==> src/rtl/result_demux.sv <==
// result_demux: registered 1-to-2 demultiplexer with valid/ready handshakes.
// One producer word per cycle is steered by in_sel into one of two
// independent circular FIFOs, each draining under its own backpressure.
// Optional build macro RESULT_DEMUX_STATS_EN adds saturating per-port accept
// counters on acc0_cnt/acc1_cnt; without it both ports read constant zero.
module result_demux #(
  parameter int WIDTH = 32,
  parameter int DEPTH = 2
) (
  input  logic             clk,
  input  logic             rst_n,
  input  logic             in_valid,
  output logic             in_ready,
  input  logic             in_sel,
  input  logic [WIDTH-1:0] in_data,
  output logic             out0_valid,
  input  logic             out0_ready,
  output logic [WIDTH-1:0] out0_data,
  output logic             out1_valid,
  input  logic             out1_ready,
  output logic [WIDTH-1:0] out1_data,
  output logic [15:0]      acc0_cnt,
  output logic [15:0]      acc1_cnt
);

  localparam int            AW       = $clog2(DEPTH);
  localparam logic [AW-1:0] PTR_ONE  = AW'(1);
  localparam logic [AW:0]   CNT_ONE  = (AW + 1)'(1);
  localparam logic [AW:0]   FULL_CNT = (AW + 1)'(DEPTH);

  logic [1:0]            ready_v;
  logic [1:0]            valid_v;
  logic [1:0]            not_full;
  logic [1:0]            push;
  logic [1:0]            pop;
  logic [1:0][WIDTH-1:0] head;

  // in_ready looks only at registered occupancy of the selected FIFO, so a
  // same-cycle pop on a full FIFO never opens the door (no pass-through).
  assign ready_v  = {out1_ready, out0_ready};
  assign in_ready = not_full[in_sel];
  assign push[0]  = in_valid && in_ready && !in_sel;
  assign push[1]  = in_valid && in_ready &&  in_sel;
  assign pop      = valid_v & ready_v;

  for (genvar p = 0; p < 2; p++) begin : g_fifo
    logic [WIDTH-1:0] mem [DEPTH];
    logic [AW-1:0]    wr_ptr;
    logic [AW-1:0]    rd_ptr;
    logic [AW:0]      count;

    // Storage write; entries are not reset because a zero count masks them.
    always_ff @(posedge clk) begin
      if (push[p]) begin
        mem[wr_ptr] <= in_data;
      end
    end

    // Pointer and occupancy update; DEPTH is a power of two so pointers wrap naturally.
    always_ff @(posedge clk) begin
      if (!rst_n) begin
        wr_ptr <= '0;
        rd_ptr <= '0;
        count  <= '0;
      end else begin
        if (push[p]) begin
          wr_ptr <= wr_ptr + PTR_ONE;
        end
        if (pop[p]) begin
          rd_ptr <= rd_ptr + PTR_ONE;
        end
        case ({push[p], pop[p]})
          2'b10:   count <= count + CNT_ONE;
          2'b01:   count <= count - CNT_ONE;
          default: count <= count;
        endcase
      end
    end

    assign valid_v[p]  = (count != '0);
    assign not_full[p] = (count < FULL_CNT);
    assign head[p]     = valid_v[p] ? mem[rd_ptr] : '0;
  end

  assign out0_valid = valid_v[0];
  assign out1_valid = valid_v[1];
  assign out0_data  = head[0];
  assign out1_data  = head[1];

`ifdef RESULT_DEMUX_STATS_EN
  logic [1:0][15:0] acc_q;

  for (genvar p = 0; p < 2; p++) begin : g_stats
    // Saturating accept counter; sticks at all-ones rather than wrapping.
    always_ff @(posedge clk) begin
      if (!rst_n) begin
        acc_q[p] <= '0;
      end else if (push[p] && (acc_q[p] != 16'hFFFF)) begin
        acc_q[p] <= acc_q[p] + 16'd1;
      end
    end
  end

  assign acc0_cnt = acc_q[0];
  assign acc1_cnt = acc_q[1];
`else
  assign acc0_cnt = 16'h0;
  assign acc1_cnt = 16'h0;
`endif

endmodule

==> config.mk <==
export PLATFORM = sky130hd
export DESIGN_NAME = result_demux
export DESIGN_NICKNAME = d
export VERILOG_FILES = /design/src/rtl/result_demux.sv
export SDC_FILE = /design/constraint.sdc
export NUM_CORES = 1
export LEC_CHECK = 0
export ABC_CLOCK_PERIOD_IN_PS = 3900
export BUFFER_PORTS_ARGS = -buffer_cell sky130_fd_sc_hd__buf_2
export CAP_MARGIN = 20
export CELL_PAD_IN_SITES_DETAIL_PLACEMENT = 1
export CELL_PAD_IN_SITES_GLOBAL_PLACEMENT = 1
export CORE_MARGIN = 2
export CORE_UTILIZATION = 45
export DETAILED_ROUTE_END_ITERATION = 7
export PLACE_DENSITY = 0.82
export SLEW_MARGIN = 10
export SYNTH_ARGS = -nofsm -noshare
export SYNTH_HDL_FRONTEND = slang
export SYNTH_SLANG_ARGS = --single-unit
==> constraint.sdc <==
create_clock -name clk -period 3.9 [get_ports clk]
set_clock_uncertainty 0.1 [all_clocks]
set_input_delay 0.585 -clock clk [delete_from_list [all_inputs] [get_ports clk]]
set_output_delay 0.585 -clock clk [all_outputs]
set_load 0.05 [all_outputs]
==> qor.yml <==
core_um2: 12000
initial_core_util: 0.459
netlist_area_um2: 5520
dpl.hpwl_mm: 7.51
holdWs_ns: 0.303
rows: 40
syn_avg_cell_area_um2: 15.6
max_freq_ghz: 0.349
cts_buffers: 17
grt_usage: 0.188
grt_pass1_wl_mm: 18.4
wl_per_cell_um: 19.3
leakage_uw: 0.00254
cts_resized: 0
avgViaCountPerCell: 4.98
drv_slew: 0
dr.pass1.iters: 4
path_clk_slew_ns: 0.06
worstPathCellList: "mux2i_1, nor2_1, buf_2"
worstPathMaxFanout: 32
synth.distinct_cells: 18
postCtsHoldBufs: 0
end_kind: "output pin"
fin_crit_sh: 0.734
fin_tns_setup_ns: 0
final_common_cell: "edfxtp_1"
port_buffers: 104
nNetsFinal: 504
root_buffer: "clkbuf_16"
area_delta_synth_final_pct: 20.5
ys_ff_latch: 138
pin_count: 137
r2r.worst_path.cells: 3
final_cell_mix: "edfxtp_1, buf_2, mux2i_1"
antenna_left: 0
fp.dieW_um: 115
outcome: "complete, no violations"
clock_latency_ns: 0.40
diodes: 0
cts_max_level: 4
powerDensity_nw_per_um2: 821
yosysWarnings: 0
max_slew_margin: 0.252
post-place-ws_ns: 1.41
grt-ovfl-total: 0
tightest_slew_ns: 1.12
hold_depth: 1
hold_violations: 0
max_stage_delay_ns: 1.05
grt_setup_unrepaired: "false"
setup_violations: 0
finalCriticalPeriod_ns: 2.86
cp_data_required_time_ns: 3.21
drive_above_1_share: 0.298
clk_path_buf_depth: 2
gp_congestion: 0.741
drt_iter0_drc: 177
hold_path.class: "in -> reg"
antenna_found_initial: 1
yosysSeqAreaShare: 0.733
grt_max_degree: 34
startpoint_type: "flop"
drv_cap: 0
vias: 3108
slowest_stage: "dfxtp_2"
cts_setup_buffers: 0
finalWirelength_mm: 12.1
vdd_drop_max_uv: 518
clock-sinks: 138
cts_tree: "yes"
route.detailed.drc: 0
first_global_vias: 3431
die_h_um: 115
path_class: "reg -> out"
syn_inst: 354
critPathArrivalTime_ns: 2.18
die-area_um2: 13200
fin_ws_ns: 1.04
[cells in the mapped netlist]
| master | instances | share of area |
|---|---|---|
| o21a_1 | 1 | 0.0014 |
| mux2i_1 | 65 | 0.12 |
| xor2_1 | 1 | 0.0016 |
| edfxtp_1 | 128 | 0.70 |
| ha_1 | 2 | 0.0045 |
| xnor2_1 | 6 | 0.0095 |
| inv_1 | 6 | 0.0041 |
| or3_1 | 2 | 0.0023 |
| dfxtp_1 | 10 | 0.036 |
| nor2_1 | 69 | 0.047 |
| a21boi_1 | 2 | 0.0027 |
| nand3b_1 | 1 | 0.0014 |
| buf_4 | 38 | 0.052 |
| conb_1 | 1 | 0.00068 |
| buf_2 | 8 | 0.0073 |
| and2_1 | 9 | 0.010 |
| nor3b_1 | 1 | 0.0014 |
| o21ai_0 | 4 | 0.0036 |
[per-stage QoR]
step           instance area (µm²)   util  instances  total power, µW
2_1_floorplan                 5630      -        385             3570
3_3_place_gp                  6050  0.504        590             3990
3_5_place_dp                  6050  0.504        590             4050
4_1_cts                       6590  0.549        622             5490
5_1_grt                       6650  0.553        624             5670
6_report                      6650  0.553        624             5460
[worst paths after layout]
check / startpoint / to / slack, ns
hold / removal: in_data[16] / g_fifo[0].mem[0][16] / 0.30
setup reg to reg: g_fifo[0].count[1] / g_fifo[0].mem[0][0] / 1.67
setup / recovery: flop / out1_data[21] / 1.04
hold reg to reg: g_fifo[1].rd_ptr / g_fifo[1].rd_ptr / 0.51
[cells by family after synthesis]
family,synth area share
simple gates,0.0621
buf+inv,0.0630
mux,0.118
compound gates,0.00771
flops,0.733
other cells,0.000680
xor+xnor,0.0111
fa+ha+maj,0.00453
[layout make-up]
cell class | count | area [µm²]
clock buffers | 18 | 429
clock inverters | 14 | 108
fillers | 1200 | 5370
inverters | 6 | 22.5
multi-input cells | 195 | 1280
flip-flops and latches | 138 | 4050
well taps | 147 | 184
repair buffers | 106 | 576
[where the power goes]
group          internal (µW)  switching, µW  leakage, µW
registers               1750            182      0.00126
clock network            865            576     0.000262
logic                    494           1590      0.00102
[registers in the layout (all words and copies together) (netlist names), named ones only]
name           flops
g_fifo.wr_ptr      2
g_fifo.mem       128
g_fifo.count       4
g_fifo.rd_ptr      2
[critical path: cells and delay by family, from the launching register on]
family,cells,cell delay [ns]
AND/OR/NAND/NOR,1,0.18
flip-flops,1,1.05
buffers and inverters,1,0.29
multiplexers,1,0.21
[layer usage]
layer	track usage	up-vias	share of wire
met3	0.0517	7	0.053
met2	0.349	108	0.54
li1	-	1428	-
met5	0	-	0
met1	0.212	1565	0.40
met4	0.0538	0	0.0061
(Power assumes the default switching activity.)
